--- src/rtl/lwe_pkg.sv ---
// Shared constants, FSM state encoding and key-address helper for the LWE
// encryption sequencer.
package lwe_pkg;

    localparam int DEF_PLAINTEXT_WIDTH  = 8;
    localparam int DEF_CIPHERTEXT_WIDTH = 10;
    localparam int CIPHERTEXT_MODULUS   = 1 << DEF_CIPHERTEXT_WIDTH;
    localparam int DEF_BIG_N            = 30;
    localparam int DEF_LITTLE_N         = 2;
    localparam int DEF_KEY_RD_LATENCY   = 1;
    localparam int DEF_DELTA_SHIFT      = DEF_CIPHERTEXT_WIDTH - DEF_PLAINTEXT_WIDTH;

    typedef enum logic [2:0] {
        IDLE,
        ISSUE,
        DRAIN,
        EMIT,
        DONE
    } lwe_state_t;

    // Key RAM is column-major: all BIG_N rows of column 0, then column 1, ...
    function automatic int unsigned key_addr(input int unsigned col,
                                             input int unsigned row,
                                             input int unsigned big_n);
        return col * big_n + row;
    endfunction

endpackage

--- src/rtl/lwe_col_accumulator.sv ---
// Mod-2^CW column accumulator that tracks outstanding key reads and folds
// returning data (and optionally the scaled message) into the running sum.
module lwe_col_accumulator
    import lwe_pkg::*;
#(
    parameter int CW  = DEF_CIPHERTEXT_WIDTH,
    parameter int PW  = DEF_PLAINTEXT_WIDTH,
    parameter int LAT = DEF_KEY_RD_LATENCY
) (
    input  logic          clk,
    input  logic          rst,
    input  logic          clr,
    input  logic          issue,
    input  logic [CW-1:0] rd_data,
    input  logic          add_msg,
    input  logic [PW-1:0] msg,
    output logic [CW-1:0] sum,
    output logic          idle
);

    localparam int SHIFT = CW - PW;
    localparam int CNT_W = $clog2(LAT + 2) + 1;

    logic [LAT-1:0] vld_reg;
    logic [CW-1:0]  acc_reg, acc_next;
    logic [CNT_W-1:0] cnt_reg, cnt_next;
    logic           ret;
    logic [CW-1:0]  msg_scaled;

    // Issue strobe delayed by the RAM latency marks the cycle data is valid.
    genvar gi;
    generate
        for (gi = 0; gi < LAT; gi++) begin : g_vld
            if (gi == 0) begin : g_first
                always_ff @(posedge clk) begin
                    if (rst || clr) vld_reg[gi] <= 1'b0;
                    else            vld_reg[gi] <= issue;
                end
            end else begin : g_rest
                always_ff @(posedge clk) begin
                    if (rst || clr) vld_reg[gi] <= 1'b0;
                    else            vld_reg[gi] <= vld_reg[gi-1];
                end
            end
        end
    endgenerate

    assign ret        = vld_reg[LAT-1];
    assign msg_scaled = CW'(msg) << SHIFT;

    always_comb begin
        acc_next = acc_reg + (ret ? rd_data : '0) + (add_msg ? msg_scaled : '0);
        cnt_next = cnt_reg + CNT_W'(issue) - CNT_W'(ret);
    end

    always_ff @(posedge clk) begin
        if (rst || clr) begin
            acc_reg <= '0;
            cnt_reg <= '0;
        end else begin
            acc_reg <= acc_next;
            cnt_reg <= cnt_next;
        end
    end

    assign sum  = acc_reg;
    // A read returning this cycle is already folded in by the next edge.
    assign idle = (cnt_reg == CNT_W'(ret));

endmodule

--- src/rtl/lwe_encrypt_ctrl.sv ---
// LWE encryption sequencer: walks selected key rows column by column,
// accumulates each column mod q and streams LITTLE_N+1 ciphertext words.
module lwe_encrypt_ctrl
    import lwe_pkg::*;
#(
    parameter int PLAINTEXT_WIDTH  = DEF_PLAINTEXT_WIDTH,
    parameter int CIPHERTEXT_WIDTH = DEF_CIPHERTEXT_WIDTH,
    parameter int BIG_N            = DEF_BIG_N,
    parameter int LITTLE_N         = DEF_LITTLE_N,
    parameter int KEY_RD_LATENCY   = DEF_KEY_RD_LATENCY,
    parameter int ADDR_WIDTH       = $clog2(BIG_N * (LITTLE_N + 1)),
    localparam int IW              = (LITTLE_N > 0) ? $clog2(LITTLE_N + 1) : 1
) (
    input  logic                        clk,
    input  logic                        rst,
    input  logic                        start,
    output logic                        ready,
    input  logic [PLAINTEXT_WIDTH-1:0]  plaintext,
    input  logic [BIG_N-1:0]            noise_select,
    output logic                        key_rd_en,
    output logic [ADDR_WIDTH-1:0]       key_rd_addr,
    input  logic [CIPHERTEXT_WIDTH-1:0] key_rd_data,
    output logic                        ct_valid,
    input  logic                        ct_ready,
    output logic [CIPHERTEXT_WIDTH-1:0] ct_data,
    output logic [IW-1:0]               ct_index,
    output logic                        ct_last,
    output logic                        done
);

    localparam int RW = (BIG_N > 1) ? $clog2(BIG_N) : 1;

    lwe_state_t                 state_reg, state_next;
    logic [IW-1:0]              col_reg, col_next;
    logic [BIG_N-1:0]           mask_reg, mask_next;
    logic [BIG_N-1:0]           remain_reg, remain_next;
    logic [PLAINTEXT_WIDTH-1:0] pt_reg, pt_next;

    logic [RW-1:0]              ffs_idx;
    logic [BIG_N-1:0]           remain_clr;
    logic                       issue, clr, add_msg, acc_idle, last_col;
    logic [CIPHERTEXT_WIDTH-1:0] acc_sum;

    lwe_col_accumulator #(
        .CW (CIPHERTEXT_WIDTH),
        .PW (PLAINTEXT_WIDTH),
        .LAT(KEY_RD_LATENCY)
    ) u_acc (
        .clk    (clk),
        .rst    (rst),
        .clr    (clr),
        .issue  (issue),
        .rd_data(key_rd_data),
        .add_msg(add_msg),
        .msg    (pt_reg),
        .sum    (acc_sum),
        .idle   (acc_idle)
    );

    // Lowest set bit of the remaining mask; scan downward so the last hit wins.
    always_comb begin
        ffs_idx = '0;
        for (int i = BIG_N - 1; i >= 0; i--) begin
            if (remain_reg[i]) ffs_idx = RW'(i);
        end
    end

    assign remain_clr = remain_reg & (remain_reg - BIG_N'(1));
    assign last_col   = (col_reg == IW'(LITTLE_N));

    always_comb begin
        state_next  = state_reg;
        col_next    = col_reg;
        mask_next   = mask_reg;
        remain_next = remain_reg;
        pt_next     = pt_reg;
        issue       = 1'b0;
        clr         = 1'b0;
        add_msg     = 1'b0;
        case (state_reg)
            IDLE: begin
                if (start) begin
                    pt_next     = plaintext;
                    mask_next   = noise_select;
                    remain_next = noise_select;
                    col_next    = '0;
                    clr         = 1'b1;
                    state_next  = ISSUE;
                end
            end
            ISSUE: begin
                if (remain_reg == '0) begin
                    state_next = DRAIN;
                end else begin
                    issue       = 1'b1;
                    remain_next = remain_clr;
                    if (remain_clr == '0) state_next = DRAIN;
                end
            end
            DRAIN: begin
                if (acc_idle) begin
                    add_msg    = last_col;
                    state_next = EMIT;
                end
            end
            EMIT: begin
                if (ct_ready) begin
                    if (last_col) begin
                        state_next = DONE;
                    end else begin
                        col_next    = col_reg + IW'(1);
                        clr         = 1'b1;
                        remain_next = mask_reg;
                        state_next  = ISSUE;
                    end
                end
            end
            DONE:    state_next = IDLE;
            default: state_next = IDLE;
        endcase
    end

    always_ff @(posedge clk) begin
        if (rst) begin
            state_reg  <= IDLE;
            col_reg    <= '0;
            mask_reg   <= '0;
            remain_reg <= '0;
            pt_reg     <= '0;
        end else begin
            state_reg  <= state_next;
            col_reg    <= col_next;
            mask_reg   <= mask_next;
            remain_reg <= remain_next;
            pt_reg     <= pt_next;
        end
    end

    assign ready       = (state_reg == IDLE);
    assign key_rd_en   = issue;
    assign key_rd_addr = issue ? ADDR_WIDTH'(key_addr(32'(col_reg), 32'(ffs_idx), BIG_N))
                               : '0;
    assign ct_valid    = (state_reg == EMIT);
    assign ct_data     = ct_valid ? acc_sum : '0;
    assign ct_index    = ct_valid ? col_reg : '0;
    assign ct_last     = ct_valid && last_col;
    assign done        = (state_reg == DONE);

endmodule

--- config.mk ---
export PLATFORM = sky130hd
export DESIGN_NAME = lwe_encrypt_ctrl
export DESIGN_NICKNAME = d
export VERILOG_FILES = /design/src/rtl/lwe_pkg.sv /design/src/rtl/lwe_col_accumulator.sv /design/src/rtl/lwe_encrypt_ctrl.sv
export SDC_FILE = /design/constraint.sdc
export NUM_CORES = 1
export LEC_CHECK = 0
export CORE_MARGIN = 2
export CORE_UTILIZATION = 50
export CTS_BUF_LIST = sky130_fd_sc_hd__clkbuf_4
export CTS_CLUSTER_SIZE = 16
export DETAILED_ROUTE_END_ITERATION = 7
export HOLD_SLACK_MARGIN = 0.02
export PLACE_DENSITY = 0.74
export SYNTH_ARGS = -nofsm -noshare
export SYNTH_HDL_FRONTEND = slang
export SYNTH_SLANG_ARGS = --single-unit
--- constraint.sdc ---
create_clock -name clk -period 4.87 [get_ports clk]
set_clock_uncertainty 0.15 [all_clocks]
set_input_delay 0.974 -clock clk [delete_from_list [all_inputs] [get_ports clk]]
set_output_delay 0.974 -clock clk [all_outputs]
set_load 0.02 [all_outputs]
==> impl_metrics.tcl, run 1 <==
set metrics [dict create \
    core_mm2 0.01037 \
    grt-ovfl-total 0 \
    cts.sinks 87 \
    r2r_cells 16 \
    p_comb_share_pct 53.1 \
    post-route-drc-count 0 \
    chipWidth_um 107.6 \
    post-route-period-util_pct 96.23 \
    synthesis.instances 724 \
    clock_power_share_pct 13.0 \
    period_minus_slack_ns 4.686 \
    grt_pass1_vias 4888 \
    synth_most_common_cell "nand2_1" \
    cts_tree "built" \
    synthFlopType "dfxtp_1" \
    initial_core_util_pct 51.73 \
    cts.htree.levels 3 \
    drtIter0Drc 274 \
    cts_hold_buf 0 \
    hold_path.class "reg2reg" \
    netlist_area_mm2 0.005364 \
    drv_cap 0 \
    switching_power_mw 1.667 \
    dr_total_vias 5162 \
    cp_slowest_cell "clkdlybuf4s50_1" \
    nets 841 \
    seqPwrFrac_pct 33.9 \
    synth_edf_count 0 \
    die-area_mm2 0.01157 \
    routed_wl_um 13950 \
    rsz0062_at_grt "true" \
    area_growth_pct 16.98 \
    internal_power_mw 1.863 \
    worst_slew_pin_slew_ns 1.107 \
    max_stage_delay_ns 0.61 \
    numCtsBuffers 9 \
    outcome "finished clean" \
    io_pins 76 \
    routabilityCongestion 0.9402 \
    cp.required_ns 3.75 \
    finalSetupViolations 0 \
    synth_seq_cells 87 \
    critPathLaunchType "register" \
    end_kind "output pin" \
    yosys-top-cells-area "dfxtp_1, nand2_1, a21oi_1, o211ai_1, ha_1" \
    antenna_cells 0 \
    peakVddDrop_v 0.0002532 \
    globalRouteTotalUtil_pct 24.51 \
    cts.path.max_buffers 2 \
    path_cells "nor2_1, o31ai_1, a211oi_1, o21ai_0, a211o_1, a211oi_2, o41ai_1, ha_1, fa_1, xnor2_1, nor2_1, clkdlybuf4s50_1" \
    syn_avg_cell_area_um2 7.409 \
    post_cts_buffers 0 \
    timing.slew.headroom_pct 26.03 \
    dp_slack_ns 0.2882 \
    port_buffers 75 \
    crit_type "reg2out" \
    viasPerCell 5.742 \
    final-max-slew-violation-count 0 \
    clk_latency_ns 0.46 \
    power.density_mw_per_mm2 562.6 \
    dpl_cell_area_mm2 0.006103 \
    firstDrtPassIters 5 \
    crit_family "compound AO/OA/AOI/OAI gates" \
    worstHoldPathCells 2 \
    grt_pass1_wl_um 23030 \
    netlist.area_leader.share_pct 32.47 \
    yosysUniqueCellTypes 62 \
    setup_slack_ns 0.1835 \
    antenna_found_initial 0 \
    hold_violations 0 \
    drive_above_1_share_pct 6.422 \
    clockRootBuffer "clkbuf_4" \
    swShare_pct 47.23 \
    clk_pin_slew_ns 0.14 \
    cp_num_buf_inv 1 \
    synth_area_leader_cell "dfxtp_1" \
    cp_common_cell "nor2_1" \
    netlist_top_cells_count "nand2_1, a21oi_1, dfxtp_1, nor2_1, clkbuf_1" \
    ant_nets 0 \
    async_flop_share_pct 0 \
    leakagePower_nw 2.371 \
    yosys_warnings 0 \
    worst_ep_arrival_time_ns 3.56 \
    grt_max_degree 55 \
    path_max_fanout 7 \
    fmax_mhz 213.4 \
    die_y_um 107.6 \
    cp.depth 12 \
    syn-num-nets 806 \
    yosysSeqAreaShare_pct 32.47 \
    num_rows 37 \
    dpl.hpwl_um 9786 \
    wl_per_cell_um 15.52 \
    final_area_mm2 0.006275 \
]
## placed cells by master, fill, tap and decap left out, drive strengths merged, types with 10 or more instances in the layout
master and n:
nor2 46, nand2 166, clkdlybuf4s50 71, and2 13
ha 20, xnor2 10, o21ai 23, o211ai 42
nor3 17, a21oi 89, dfxtp 87, clkbuf 10
fa 10, inv 34
## final timing paths
check,from,end,slack (ns)
max,remain_reg[26],key_rd_addr[3],0.18
min,pt_reg[6],pt_reg[6],0.31
max reg2reg,u_acc.ret,u_acc.sum[9],0.74
min reg2reg,pt_reg[6],pt_reg[6],0.31
## power groups by stage
stage / registers, mW / clock network [mW] / logic (mW)
2_1_floorplan: 1.01 / 0 / 1.55
3_3_place_gp: 1.18 / 0 / 1.80
3_5_place_dp: 1.20 / 0 / 1.84
4_1_cts: 1.18 / 0.473 / 1.86
5_1_grt: 1.23 / 0.497 / 2.08
6_report: 1.20 / 0.459 / 1.88
## worst min-delay path: cells and delay by family, from the launching register on
family | cells | cell delay (ns)
DFF | 1 | 0.34
AOI/OAI and AO/OA | 1 | 0.05
and+or+nand+nor | 1 | 0.05
## area by class of cell
type,count,area (um2)
flip-flops and latches,87,1749
clock buffers,9,67.56
fillers,999,4095
clock inverters,6,86.33
well taps,136,170.2
inverters,35,131.4
repair buffers,81,787.0
multi-input cells,545,3283
## logic make-up (layout without fill, tap and decap cells)
family	Yosys count	count (layout)	share of synthesized area [%]
compound gates	203	203	24.19
xor+xnor	15	15	2.449
fa+ha+maj	32	32	8.794
buf+inv	92	131	6.741
flops	87	87	32.47
mux	2	2	0.3732
simple gates	293	293	24.98
## routing by layer
metal / part of all wire, % / up-vias / wire length (um) / track usage, %
li1: - / 2576 / - / -
met1: 45 / 2428 / 6216 / 31.00
met2: 49 / 131 / 6865 / 41.69
met3: 4.2 / 27 / 581 / 4.479
met4: 2.0 / 0 / 284 / 8.791
met5: 0 / - / 0 / 0
## per-stage QoR
step / hold slack, ns / cells / total power [mW] / utilization [%] / setup TNS, ns
after floorplan: 0.2857 / 724 / 2.559 / - / 0
after global placement: 0.2918 / 884 / 2.982 / 58.86 / 0
after detailed placement: 0.2982 / 884 / 3.035 / 58.86 / 0
after CTS: 0.3169 / 899 / 3.514 / 60.36 / 0
after global routing: 0.3294 / 899 / 3.812 / 60.51 / -0.02310
final: 0.3150 / 899 / 3.530 / 60.51 / 0
## repair_timing
item | 4_1_cts | 5_1_grt
pin swaps | 1 | 1
gates resized for setup | 5 | 10
setup endpoints to repair | 3 | 4
(Power assumes the default switching activity.)
==> inputs of run 2 (changes only) <==
- clock period: 4.87 -> 5.7 ns (I/O delays scaled with it)
==> run 2 against run 1 <==
Net effect: flip-flop and latch count stayed put; design area is 0.22% lower; sequential share of layout area hardly changed; non-clock buffer count is 2 lower; utilization is 0.13 points lower; setup slack better by 0.22 ns; total power is 14% lower; highest routed layer unchanged.
==> impl_metrics.tcl, run 2 (synthesis results as in run 1) <==
set metrics [dict create \
    setup_slack_ns 0.4078 \
    grt_pass1_vias 4934 \
    routed_wl_um 13920 \
    core_mm2 0.01037 \
    chipWidth_um 107.6 \
    worstSetupStartpoint "remain_reg[24]" \
    finalSetupViolations 0 \
    clk_pin_slew_ns 0.13 \
    internal_power_mw 1.618 \
    num_rows 37 \
    initial_core_util_pct 51.73 \
    fill_cells 955 \
    max_stage_delay_ns 0.60 \
    cp_slowest_cell "clkdlybuf4s50_1" \
    timing.slew.headroom_pct 25.29 \
    crit_type "reg2out" \
    firstDrtPassIters 6 \
    drtIter0Drc 335 \
    grt_pass1_wl_um 23190 \
    ant_nets 0 \
    grt-ovfl-total 0 \
    peakVddDrop_v 0.0001896 \
    leakagePower_nw 2.353 \
    numCtsBuffers 9 \
    reg2reg_to "u_acc.sum[9]" \
    die_y_um 107.6 \
    power.density_mw_per_mm2 482.6 \
    final-max-slew-violation-count 0 \
    final_common_cell "nand2_1" \
    cp.required_ns 4.41 \
    end_kind "output pin" \
    area_growth_pct 16.72 \
    wl_per_cell_um 15.52 \
    switching_power_mw 1.404 \
    clk_latency_ns 0.44 \
    cp_common_cell "a211oi_1" \
    io_pins 76 \
    r2r-start "u_acc.ret" \
    post-route-drc-count 0 \
    final_cell_mix "nand2_1, a21oi_1, dfxtp_1, clkdlybuf4s50_1, nor2_1" \
    antenna_cells 0 \
    clock_power_share_pct 14.2 \
    seqPwrFrac_pct 34.7 \
    cts_hold_buf 0 \
    path_max_fanout 10 \
    p_comb_share_pct 51.0 \
    critPathLaunchType "register" \
    post-route-period-util_pct 92.84 \
    worst_ep_arrival_time_ns 4.00 \
    setup_tns_ns 0 \
    nets 839 \
    swShare_pct 46.46 \
    routabilityCongestion 0.9376 \
    antenna_found_initial 0 \
    cts_resized 0 \
    worst_slew_pin_slew_ns 1.121 \
    cts_tree "built" \
    fmax_mhz 189.0 \
    critPathCapture "key_rd_addr[5]" \
    globalRouteTotalUtil_pct 24.91 \
    port_buffers 75 \
    period_minus_slack_ns 5.292 \
    cts.sinks 87 \
    cts.htree.levels 3 \
    cts.path.max_buffers 2 \
    hold_violations 0 \
    clockRootBuffer "clkbuf_4" \
    dp_slack_ns 0.9220 \
    r2r_cells 16 \
    rsz0062_at_grt "false" \
    grt_max_degree 61 \
    power_mw 3.022 \
    regToRegSetupSlack_ns 1.50 \
    die-area_mm2 0.01157 \
    drv_cap 0 \
    hold_path.class "reg2reg" \
    drive_above_1_share_pct 4.731 \
    dpl.hpwl_um 9699 \
    path_cells "o31ai_1, a211oi_1, o21ai_0, a211o_1, a211oi_1, o41ai_1, ha_1, fa_1, a21o_1, a21oi_1, xor2_1, nor2_1, clkdlybuf4s50_1" \
    viasPerCell 5.757 \
    outcome "finished clean" \
    dr_total_vias 5164 \
    post_cts_buffers 0 \
]
## run 2: changes by cell type in the layout (fill, tap and decap cells not counted), sizes merged
cell / previous run / this run
buf: 7 / 5
bufinv: 2 / 3
clkdlybuf4s50: 71 / 74
clkinv: 2 / 3
clkinvlp: 3 / 0
dlygate4sd2: 1 / 0
dlymetal6s2s: 1 / 0
## run 2: critical path: cells and delay by family, from the launching register on
kind	cells	cell delay (ns)
compound gates	8	1.61
fa+ha+maj	2	0.64
buf+inv	1	0.60
flops	1	0.52
xor+xnor	1	0.10
simple gates	1	0.09
## run 2: worst min-delay path by stage
stage	startpoint	to	depth (start not counted)
after floorplan	mask_reg[23]	mask_reg[23]	2
after global placement	mask_reg[0]	mask_reg[0]	2
after detailed placement	pt_reg[0]	pt_reg[0]	2
after CTS	mask_reg[21]	mask_reg[21]	2
after global routing	mask_reg[21]	mask_reg[21]	2
final	mask_reg[21]	mask_reg[21]	2
## run 2: final cells by class
type                       count  area, um2  share of cell area (%)
multi-input combinational    545       3268                   52.20
timing repair buffer          79      775.7                   12.39
clock inverter                 5      97.59                   1.559
sequential                    87       1743                   27.84
tap                          136      170.2                   2.718
inverter                      35      131.4                   2.098
clock buffer                  10      75.07                   1.199
## run 2: per-stage QoR
step | cells | utilization [%] | hold WS (ns) | cell area, um2
6_report | 897 | 60.38 | 0.3157 | 6261
5_1_grt | 897 | 60.38 | 0.3366 | 6261
4_1_cts | 897 | 60.38 | 0.3163 | 6261
3_5_place_dp | 882 | 58.71 | 0.2968 | 6088
3_3_place_gp | 882 | 58.71 | 0.2917 | 6088
2_1_floorplan | 724 | - | 0.2857 | 5364
## run 2: per-layer routing
metal / part of all wire [%] / wire [um] / GRT usage (%) / vias to the layer above
li1: - / - / - / 2563
met1: 44 / 6159 / 31.23 / 2450
met2: 50 / 6903 / 42.50 / 134
met3: 4.7 / 661 / 5.266 / 17
met4: 1.4 / 199 / 8.242 / 0
met5: 0 / 0 / 0 / -
## run 2: power groups by stage
| stage | registers, mW | clock network, mW | logic [mW] |
|---|---|---|---|
| final | 1.05 | 0.430 | 1.54 |
| after global routing | 1.08 | 0.462 | 1.71 |
| after CTS | 1.04 | 0.441 | 1.54 |
| after detailed placement | 1.05 | 0 | 1.53 |
| after global placement | 1.04 | 0 | 1.50 |
| after floorplan | 0.861 | 0 | 1.33 |
==> inputs of run 3 (changes only) <==
- GPL_ROUTABILITY_DRIVEN: unset -> 0
- TNS_END_PERCENT: unset -> 50
==> run 3 against run 2 <==
Net effect: cell count rose by 0.11%; flip-flop and latch count is the same; register-to-register slack better by 0.03 ns; via count increased by 1.0%; setup slack got worse by 0.022 ns; sequential power barely moved; clock-buffer cell count is the same; hold slack got worse by 0.00075 ns; utilization increased by 0.11 points; non-clock buffer count stayed put; total power rose by 0.18%; critical path type unchanged; largest cell class unchanged.
==> impl_metrics.tcl, run 3 (synthesis results as in run 1) <==
set metrics [dict create \
    post_cts_buffers 0 \
    grt-ovfl-total 0 \
    port_buffers 75 \
    fmax_mhz 188.2 \
    drive_above_1_share_pct 4.987 \
    layoutNonFillerInstCount 898 \
    dp_cells 882 \
    area_growth_pct 16.94 \
    switching_power_mw 1.407 \
    peakVddDrop_v 0.0002111 \
    r2r_cells 16 \
    period_minus_slack_ns 5.314 \
    dpl.hpwl_um 9640 \
    critPathLaunchType "register" \
    antenna_cells 0 \
    viasPerCell 5.810 \
    cp_num_buf_inv 1 \
    dr_total_vias 5217 \
    seqPwrFrac_pct 34.6 \
    internal_power_mw 1.620 \
    p_comb_share_pct 50.8 \
    routed_wl_um 13750 \
    hold_path.class "reg2reg" \
    initial_core_util_pct 51.73 \
    final-max-slew-violation-count 0 \
    die_y_um 107.6 \
    rsz0062_at_grt "false" \
    globalRouteTotalUtil_pct 24.34 \
    cts.sinks 87 \
    end_kind "output pin" \
    hold_violations 0 \
    drtIter0Drc 321 \
    setup_tns_ns 0 \
    r2r-start "u_acc.ret" \
    cts.path.max_buffers 2 \
    worst_slew_pin_slew_ns 1.113 \
    worst_ep_arrival_time_ns 4.02 \
    regToRegSetupSlack_ns 1.53 \
    cts.htree.levels 3 \
    crit_type "reg2out" \
    clockRootBuffer "clkbuf_4" \
    final_common_cell "nand2_1" \
    final_cell_mix "nand2_1, a21oi_1, dfxtp_1, clkdlybuf4s50_1, nor2_1" \
    clk_pin_slew_ns 0.14 \
    post-route-period-util_pct 93.23 \
    post-route-drc-count 0 \
    numCtsBuffers 9 \
    cp.required_ns 4.41 \
    swShare_pct 46.49 \
    hp-start "mask_reg[28]" \
    chipWidth_um 107.6 \
    cp_slowest_cell "or4_1" \
    clk_latency_ns 0.45 \
    finalSetupViolations 0 \
    reg2reg_to "u_acc.sum[9]" \
    cts_tree "built" \
    leakagePower_nw 2.351 \
    wl_per_cell_um 15.31 \
    grt_pass1_wl_um 22960 \
    whs_endpoint "mask_reg[28]" \
    grt_max_degree 61 \
    cts_resized 0 \
    io_pins 76 \
    firstDrtPassIters 5 \
    drv_cap 0 \
    clock_power_share_pct 14.7 \
    crit_family "compound AO/OA/AOI/OAI gates" \
    core_mm2 0.01037 \
    nets 839 \
    max_stage_delay_ns 0.64 \
    outcome "finished clean" \
    ant_nets 0 \
    worstHoldPathCells 2 \
    path_max_fanout 10 \
    die-area_mm2 0.01157 \
    cts_hold_buf 0 \
    num_rows 37 \
    dp_slack_ns 0.9265 \
    grt_pass1_vias 4906 \
    antenna_found_initial 0 \
    path_cells "or4_1, o21a_1, o21ai_0, a21boi_0, nor2_1, ha_1, a21o_1, a21oi_1, nor2b_1, o21ai_0, xor2_1, nor2_1, clkdlybuf4s50_1" \
    timing.slew.headroom_pct 25.67 \
    power.density_mw_per_mm2 482.6 \
    setup_slack_ns 0.3856 \
]
## run 3: cell count changes in the layout (fill, tap and decap cells not counted)
cell / change
clkinv_1: -1
clkinvlp_4: +2
## run 3: how the worst max path moves through the flow
stage                        start        endpoint  cells past startpoint
CTS                 remain_reg[24]  key_rd_addr[5]                     13
detailed placement  remain_reg[24]  key_rd_addr[5]                     13
global route        remain_reg[24]  key_rd_addr[6]                     13
finish              remain_reg[24]  key_rd_addr[6]                     13
floorplan           remain_reg[25]  key_rd_addr[5]                     13
global placement    remain_reg[24]  key_rd_addr[5]                     13
## run 3: per-stage QoR
stage          utilization, %  total power, mW  instance area (um2)  hold slack (ns)
6_report                60.49            3.027                 6272           0.3150
3_3_place_gp            58.71            2.540                 6088           0.2918
2_1_floorplan               -            2.187                 5364           0.2857
3_5_place_dp            58.71            2.580                 6088           0.2968
5_1_grt                 60.49            3.275                 6272           0.3332
4_1_cts                 60.49            3.025                 6272           0.3152
## run 3: per-layer routing
metal	GRT usage, %	wire (um)	vias to the layer above
met3	4.843	801	24
met2	40.79	6745	172
met4	7.326	221	0
met1	31.63	5977	2454
met5	0	0	-
li1	-	-	2567
## run 3: cell type report
class                      count  area [um2]
timing repair buffer          79       775.7
sequential                    87        1743
inverter                      35       131.4
tap                          136       170.2
clock buffer                  10       75.07
multi-input combinational    545        3268
fill                         958        4098
clock inverter                 6       108.9
## run 3: power groups by stage
stage	Clock [mW]	Sequential, mW	Combinational, mW
after detailed placement	0	1.05	1.53
final	0.444	1.05	1.54
after global routing	0.473	1.08	1.72
after CTS	0.448	1.04	1.54
after floorplan	0	0.861	1.33
after global placement	0	1.04	1.50
## run 3: worst register-to-register path: cells and delay by family (launching register included)
family	cells	cell delay, ns
AO/OA/AOI/OAI	5	0.89
XOR/XNOR	1	0.15
adder cells (fa/ha/maj)	3	1.20
buffers and inverters	3	0.33
flip-flops	1	0.61
AND/OR/NAND/NOR	4	0.74
